==> config.mk <==
export PLATFORM = sky130hd
export DESIGN_NAME = gate_sweep_ctrl_flat
export DESIGN_NICKNAME = d
export VERILOG_FILES = /design/src/rtl/gate_sweep_pkg.sv /design/src/rtl/gate_sweep_ctrl_if.sv /design/src/rtl/gate_sweep_golden.sv /design/src/rtl/gate_sweep_ctrl.sv /design/src/flat_wrapper.sv
export SDC_FILE = /design/constraint.sdc
export NUM_CORES = 1
export LEC_CHECK = 0
export ABC_AREA = 0
export CORE_MARGIN = 2
export CORE_UTILIZATION = 45
export CTS_CLUSTER_SIZE = 20
export DETAILED_ROUTE_END_ITERATION = 7
export PLACE_DENSITY = 0.67
export SLEW_MARGIN = 10
export SYNTH_ARGS = -nofsm -noshare
export SYNTH_HDL_FRONTEND = slang
export SYNTH_SLANG_ARGS = --single-unit
==> constraint.sdc <==
create_clock -name clk -period 2.3 [get_ports clk]
set_clock_uncertainty 0.1 [all_clocks]
set_input_delay 0.46 -clock clk [delete_from_list [all_inputs] [get_ports clk]]
set_output_delay 0.46 -clock clk [all_outputs]
set_load 0.005 [all_outputs]
==> src/rtl/gate_sweep_pkg.sv <==
// Shared types and the golden-output model for the two-input gate sweep sequencer.
package gate_sweep_pkg;

  typedef enum logic [2:0] {
    ST_IDLE,
    ST_APPLY,
    ST_WAIT,
    ST_CHECK,
    ST_DONE
  } state_e;

  localparam int NUM_VECTORS = 4;
  localparam int ERR_W       = 8;
  localparam int MASK_W      = NUM_VECTORS;

  // Expected {out_not, out_and, out_or} for input vector {a, b}.
  function automatic logic [2:0] golden_out(input logic [1:0] ab);
    return {~ab[1], ab[1] & ab[0], ab[1] | ab[0]};
  endfunction

endpackage

==> src/rtl/gate_sweep_ctrl_if.sv <==
// Host handshake plus gate-datapath connections of the sweep sequencer.
interface gate_sweep_ctrl_if;
  import gate_sweep_pkg::*;

  logic              start;
  logic              busy;
  logic              done;
  logic              pass;
  logic              gate_a;
  logic              gate_b;
  logic              out_not;
  logic              out_and;
  logic              out_or;
  logic [MASK_W-1:0] fail_mask;
  logic [ERR_W-1:0]  err_count;

  // master: host together with the gate datapath; slave: the sequencer.
  modport master (
    output start, out_not, out_and, out_or,
    input  busy, done, pass, gate_a, gate_b, fail_mask, err_count
  );

  modport slave (
    input  start, out_not, out_and, out_or,
    output busy, done, pass, gate_a, gate_b, fail_mask, err_count
  );

endinterface

==> src/rtl/gate_sweep_golden.sv <==
// Combinational golden check of the datapath outputs for the applied vector.
module gate_sweep_golden
  import gate_sweep_pkg::*;
(
  input  logic [1:0] vec,
  input  logic       out_not,
  input  logic       out_and,
  input  logic       out_or,
  output logic       mismatch
);

  assign mismatch = ({out_not, out_and, out_or} != golden_out(vec));

endmodule

==> src/rtl/gate_sweep_ctrl.sv <==
// Sweeps all four {a,b} vectors through a gate datapath and tallies mismatches.
// Optional: GATE_SWEEP_STOP_ON_FAIL_EN ends the sweep at the first mismatch.
module gate_sweep_ctrl
  import gate_sweep_pkg::*;
#(
  parameter int SETTLE_CYCLES = 2,
  parameter int NUM_PASSES    = 1
) (
  input logic              clk,
  input logic              rst_n,
  gate_sweep_ctrl_if.slave bus
);

  localparam logic [3:0] SETTLE_LD = 4'(SETTLE_CYCLES);
  localparam logic [3:0] LAST_PASS = 4'(NUM_PASSES - 1);

  state_e            state_q, state_d;
  logic [1:0]        idx_q, idx_d;
  logic [1:0]        vec_q, vec_d;
  logic [3:0]        pass_idx_q, pass_idx_d;
  logic [3:0]        cnt_q, cnt_d;
  logic              busy_q, busy_d;
  logic              done_q, done_d;
  logic              pass_q, pass_d;
  logic [MASK_W-1:0] mask_q, mask_d;
  logic [ERR_W-1:0]  err_q, err_d;
  logic              mismatch;

  gate_sweep_golden u_golden (
    .vec      (vec_q),
    .out_not  (bus.out_not),
    .out_and  (bus.out_and),
    .out_or   (bus.out_or),
    .mismatch (mismatch)
  );

  always_ff @(posedge clk or negedge rst_n) begin
    if (!rst_n) begin
      state_q    <= ST_IDLE;
      idx_q      <= '0;
      vec_q      <= '0;
      pass_idx_q <= '0;
      cnt_q      <= '0;
      busy_q     <= 1'b0;
      done_q     <= 1'b0;
      pass_q     <= 1'b0;
      mask_q     <= '0;
      err_q      <= '0;
    end else begin
      state_q    <= state_d;
      idx_q      <= idx_d;
      vec_q      <= vec_d;
      pass_idx_q <= pass_idx_d;
      cnt_q      <= cnt_d;
      busy_q     <= busy_d;
      done_q     <= done_d;
      pass_q     <= pass_d;
      mask_q     <= mask_d;
      err_q      <= err_d;
    end
  end

  always_comb begin
    state_d    = state_q;
    idx_d      = idx_q;
    vec_d      = vec_q;
    pass_idx_d = pass_idx_q;
    cnt_d      = cnt_q;
    busy_d     = busy_q;
    done_d     = 1'b0;
    pass_d     = pass_q;
    mask_d     = mask_q;
    err_d      = err_q;

    case (state_q)
      ST_IDLE: begin
        if (bus.start) begin
          mask_d     = '0;
          err_d      = '0;
          pass_d     = 1'b0;
          idx_d      = '0;
          pass_idx_d = '0;
          busy_d     = 1'b1;
          state_d    = ST_APPLY;
        end
      end
      ST_APPLY: begin
        vec_d   = idx_q;
        cnt_d   = SETTLE_LD;
        state_d = ST_WAIT;
      end
      ST_WAIT: begin
        cnt_d = cnt_q - 4'd1;
        if (cnt_q == 4'd1) state_d = ST_CHECK;
      end
      ST_CHECK: begin
        // The count saturates but the mask keeps recording failing vectors.
        if (mismatch) begin
          mask_d[idx_q] = 1'b1;
          if (err_q != '1) err_d = err_q + 8'd1;
        end
`ifdef GATE_SWEEP_STOP_ON_FAIL_EN
        if (mismatch) begin
          state_d = ST_DONE;
        end else
`endif
        if (idx_q != 2'd3) begin
          idx_d   = idx_q + 2'd1;
          state_d = ST_APPLY;
        end else if (pass_idx_q != LAST_PASS) begin
          idx_d      = '0;
          pass_idx_d = pass_idx_q + 4'd1;
          state_d    = ST_APPLY;
        end else begin
          state_d = ST_DONE;
        end
      end
      ST_DONE: begin
        done_d  = 1'b1;
        busy_d  = 1'b0;
        pass_d  = (err_q == '0);
        state_d = ST_IDLE;
      end
      default: state_d = ST_IDLE;
    endcase
  end

  assign bus.busy      = busy_q;
  assign bus.done      = done_q;
  assign bus.pass      = pass_q;
  assign bus.gate_a    = vec_q[1];
  assign bus.gate_b    = vec_q[0];
  assign bus.fail_mask = mask_q;
  assign bus.err_count = err_q;

endmodule
==> src/flat_wrapper.sv <==
// flat-port wrapper written by rule: the top's interface ports become plain ports
module gate_sweep_ctrl_flat import gate_sweep_pkg::*;
#(
  parameter int SETTLE_CYCLES = 2,
  parameter int NUM_PASSES    = 1
)
  (clk, rst_n, bus_start, bus_out_not, bus_out_and, bus_out_or, bus_busy, bus_done, bus_pass, bus_gate_a, bus_gate_b, bus_fail_mask, bus_err_count);
  gate_sweep_ctrl_if bus_i ();
  input logic clk;
  input logic rst_n;
  input wire logic [$bits(bus_i.start)-1:0] bus_start;
  input wire logic [$bits(bus_i.out_not)-1:0] bus_out_not;
  input wire logic [$bits(bus_i.out_and)-1:0] bus_out_and;
  input wire logic [$bits(bus_i.out_or)-1:0] bus_out_or;
  output wire logic [$bits(bus_i.busy)-1:0] bus_busy;
  output wire logic [$bits(bus_i.done)-1:0] bus_done;
  output wire logic [$bits(bus_i.pass)-1:0] bus_pass;
  output wire logic [$bits(bus_i.gate_a)-1:0] bus_gate_a;
  output wire logic [$bits(bus_i.gate_b)-1:0] bus_gate_b;
  output wire logic [$bits(bus_i.fail_mask)-1:0] bus_fail_mask;
  output wire logic [$bits(bus_i.err_count)-1:0] bus_err_count;
  assign bus_i.start = bus_start;
  assign bus_i.out_not = bus_out_not;
  assign bus_i.out_and = bus_out_and;
  assign bus_i.out_or = bus_out_or;
  assign bus_busy = bus_i.busy;
  assign bus_done = bus_i.done;
  assign bus_pass = bus_i.pass;
  assign bus_gate_a = bus_i.gate_a;
  assign bus_gate_b = bus_i.gate_b;
  assign bus_fail_mask = bus_i.fail_mask;
  assign bus_err_count = bus_i.err_count;
  gate_sweep_ctrl #(.SETTLE_CYCLES(SETTLE_CYCLES), .NUM_PASSES(NUM_PASSES)) u_core (.clk(clk), .rst_n(rst_n), .bus(bus_i));
endmodule
==> results.sh <==
export IMPL_outcome="completed"
export IMPL_grt_pass1_vias=1335
export IMPL_grt_util_all_layers_pct=18.7
export IMPL_timing_max_cap_violations=0
export IMPL_syn_area_per_cell_sq_um=9.83
export IMPL_synth_seq_cells=30
export IMPL_routed_wl_um=3290
export IMPL_num_vias=1298
export IMPL_grt_max_degree=31
export IMPL_viasPerCell=5.32
export IMPL_comb_power_share_pct=45.5
export IMPL_port_buffers=22
export IMPL_drc=0
export IMPL_die_area_sq_mm=0.00406
export IMPL_postCtsSetupBuffers=0
export IMPL_p_sw_share_pct=36.5
export IMPL_grt_pass1_wl_um=5900
export IMPL_syn_inst=163
export IMPL_area_sequential_sq_um=751
export IMPL_rows=21
export IMPL_irDropWorstVdd_mv=0.650
export IMPL_min_period_over_period_pct=95.3
export IMPL_ys_types=40
export IMPL_clk_latency_ns=0.34
export IMPL_start_util_pct=47.3
export IMPL_dp_cells=236
export IMPL_cp_start_kind="primary input"
export IMPL_die_x_um=63.7
export IMPL_root_buffer="clkbuf_4"
export IMPL_place_hpwl_um=2410
export IMPL_clock_power_share_pct=17.6
export IMPL_die_height_um=63.7
export IMPL_synthTopCellsByArea="dfrtp_1 47%, ha_1 7.8%, a21oi_1 4.4%"
export IMPL_clk_path_buf_depth=2
export IMPL_switching_power_w=0.000806
export IMPL_yosysTopAreaCell="dfrtp_1"
export IMPL_crit_path_end_kind="flop"
export IMPL_cts_buffers_inserted=5
export IMPL_fmax_mhz=456
export IMPL_ant_nets=0
export IMPL_core_sq_mm=0.00339
export IMPL_drt_pass1_iter_count=4
export IMPL_powerDensity_mw_per_mm2=1100
export IMPL_cts_tree="built"
export IMPL_fin_nets=213
export IMPL_h_tree_depth=2
export IMPL_final_cells=244
export IMPL_final_hold_viol_count=0
export IMPL_post_drt_wl_per_cell_um=13.5
export IMPL_flow_area_growth_from_synthesis_pct=25.4
export IMPL_p_leak_nw=0.949
export IMPL_setup_viol=0
export IMPL_yosys_warnings=0
export IMPL_drive_above_1_share_pct=12.6
export IMPL_place_gp_congestion=0.801
export IMPL_antenna_found_initial=0
export IMPL_power_internal_w=0.00140
export IMPL_nFillCells=311
export IMPL_hold_path_class="reg2reg"
export IMPL_final_util_pct=59.3
export IMPL_fin_ws_ns=0.107
export IMPL_clkSlewWorstSetupHoldPaths_ns=0.09
export IMPL_place_ws_ns=-0.225
export IMPL_multi_input_area_sq_um=778
export IMPL_worstSetupPathType="in2reg"
export IMPL_pin_count=23
export IMPL_slew_headroom_pct=69.0
export IMPL_diodes=0
export IMPL_cp_max_fo=6
export IMPL_cts_sink_count=30
export IMPL_cp_data_required_time_ns=2.42
export IMPL_period_minus_slack_ns=2.19
export IMPL_drtIter0Drc=64
export IMPL_drv_slew=0
export IMPL_worst_pin_slew_ns=0.461
export IMPL_rsz0062_at_grt="no"
export IMPL_overflow=0
export IMPL_yosysSeqAreaShare_pct=46.8
export IMPL_syn_cell_area_sq_mm=0.00160
export IMPL_synth_top_cell_area_share_pct=46.8
export IMPL_syn_num_nets=179
export IMPL_pwr_share_seq_pct=36.9
export IMPL_arrival_ns=2.31
power groups by stage:
| stage | sequential (W) | clock, W | combinational (W) |
|---|---|---|---|
| floorplan | 0.000802 | 0 | 0.000612 |
| global placement | 0.000818 | 0 | 0.000961 |
| detailed placement | 0.000827 | 0 | 0.00100 |
| CTS | 0.000817 | 0.000403 | 0.00101 |
| global route | 0.000841 | 0.000422 | 0.00114 |
| finish | 0.000816 | 0.000389 | 0.00100 |
worst max-delay path, cell delays in order:
cell	delay [ns]
clkdlybuf4s50_1	0.48
or4bb_1	0.49
a21oi_1	0.16
nor3_1	0.11
buf_4	0.16
and4b_1	0.20
a221o_1	0.25
timing repair:
item,CTS,global route
hold buffers,0,0
resized for setup,0,2
setup endpoints to repair,0,4
synth_stat cells (all sizes together):
cell / number
a211o: 1
a211oi: 1
a21oi: 14
a221o: 3
a22o: 1
and2: 1
and3: 4
and3b: 2
and4b: 1
buf: 3
clkbuf: 3
dfrtp: 30
ha: 10
inv: 11
mux2: 4
mux2i: 2
nand2: 13
nand3: 6
nand3b: 2
nand4: 1
nor2: 16
nor2b: 2
nor3: 5
nor3b: 3
nor4: 2
nor4b: 2
o21a: 1
o21ai: 6
o22ai: 1
o31ai: 2
o32ai: 1
or3: 1
or3b: 1
or4b: 1
or4bb: 1
xnor2: 1
xor2: 4
flip-flops by register name (all words and copies together) (netlist names):
register,cells
u_core.bus.err_count,8
u_core.bus.fail_mask,4
u_core.cnt_q,4
u_core.pass_idx_q,4
u_core.state_q,3
u_core.idx_q,2
u_core.vec_q,2
u_core.bus.busy,1
u_core.bus.done,1
u_core.bus.pass,1
layout by cell type, fill, tap and decap left out:
cell type | synthesis | routed
dfrtp_1 | 30 | 30
clkdlybuf4s50_1 | 0 | 22
nor2_1 | 16 | 16
a21oi_1 | 14 | 14
nand2_1 | 13 | 13
inv_1 | 11 | 11
buf_4 | 1 | 11
ha_1 | 10 | 10
nand3_1 | 6 | 6
o21ai_0 | 6 | 6
nor3_1 | 5 | 5
clkbuf_4 | 0 | 5
and3_1 | 4 | 4
xor2_1 | 4 | 4
nor3b_1 | 3 | 3
mux2_2 | 3 | 3
a221o_1 | 3 | 3
clkbuf_8 | 0 | 3
nand3b_1 | 2 | 2
nor4b_1 | 2 | 2
o31ai_1 | 2 | 2
mux2i_1 | 2 | 2
and3b_1 | 2 | 2
nor2b_1 | 2 | 2
nor4_1 | 2 | 2
or4b_1 | 1 | 1
or4bb_1 | 1 | 1
or3b_2 | 1 | 1
and2_4 | 0 | 1
mux2_4 | 1 | 1
nand4_1 | 1 | 1
o22ai_1 | 1 | 1
o32ai_1 | 1 | 1
xnor2_1 | 1 | 1
or3_1 | 1 | 1
o21a_1 | 1 | 1
a211oi_1 | 1 | 1
a211o_1 | 1 | 1
a22o_1 | 1 | 1
and4b_1 | 1 | 1
through the flow:
| step | instance area, sq um | total power [W] | setup TNS [ns] | hold WS [ns] |
|---|---|---|---|---|
| final | 2010 | 0.00221 | 0 | 0.380 |
| after global routing | 2010 | 0.00240 | 0 | 0.426 |
| after CTS | 2010 | 0.00223 | 0 | 0.388 |
| after detailed placement | 1930 | 0.00183 | -1.41 | 0.364 |
| after global placement | 1930 | 0.00178 | -1.11 | 0.360 |
| after floorplan | 1600 | 0.00141 | 0 | 0.0644 |
path summary, 6_finish.rpt:
path / startpoint / end / slack (ns) / cells past startpoint
max in group asynchronous: rst_n / u_core.bus.err_count[6] / 1.39 / 2
min reg2reg: u_core.bus.busy / u_core.bus.busy / 0.38 / 2
min: u_core.bus.busy / u_core.bus.busy / 0.38 / 2
min in group asynchronous: rst_n / u_core.cnt_q[0] / 0.41 / 2
max reg2reg: u_core.vec_q[0] / u_core.bus.err_count[2] / 0.27 / 6
max: bus_out_or / u_core.bus.err_count[2] / 0.11 / 7
kinds of logic after synthesis:
family,share of synthesized area (%)
xor+xnor,2.73
simple gates,21.5
mux,4.29
flops,46.8
compound gates,12.0
fa+ha+maj,7.81
buf+inv,4.76
final cells by class:
class | instances | area share, %
Inverter | 11 | 2.05
Multi-Input combinational cell | 116 | 38.7
Timing Repair Buffer | 33 | 15.1
Sequential cell | 30 | 37.4
Tap cell | 46 | 2.86
Clock buffer | 8 | 3.92
per-layer routing:
metal  wire, um  global-route usage [%]
met2       1590                    31.8
met5          0                       0
met3        148                    5.54
met1       1490                    22.2
met4         58                    6.52
No activity file was read; power rests on OpenSTA's default activity.
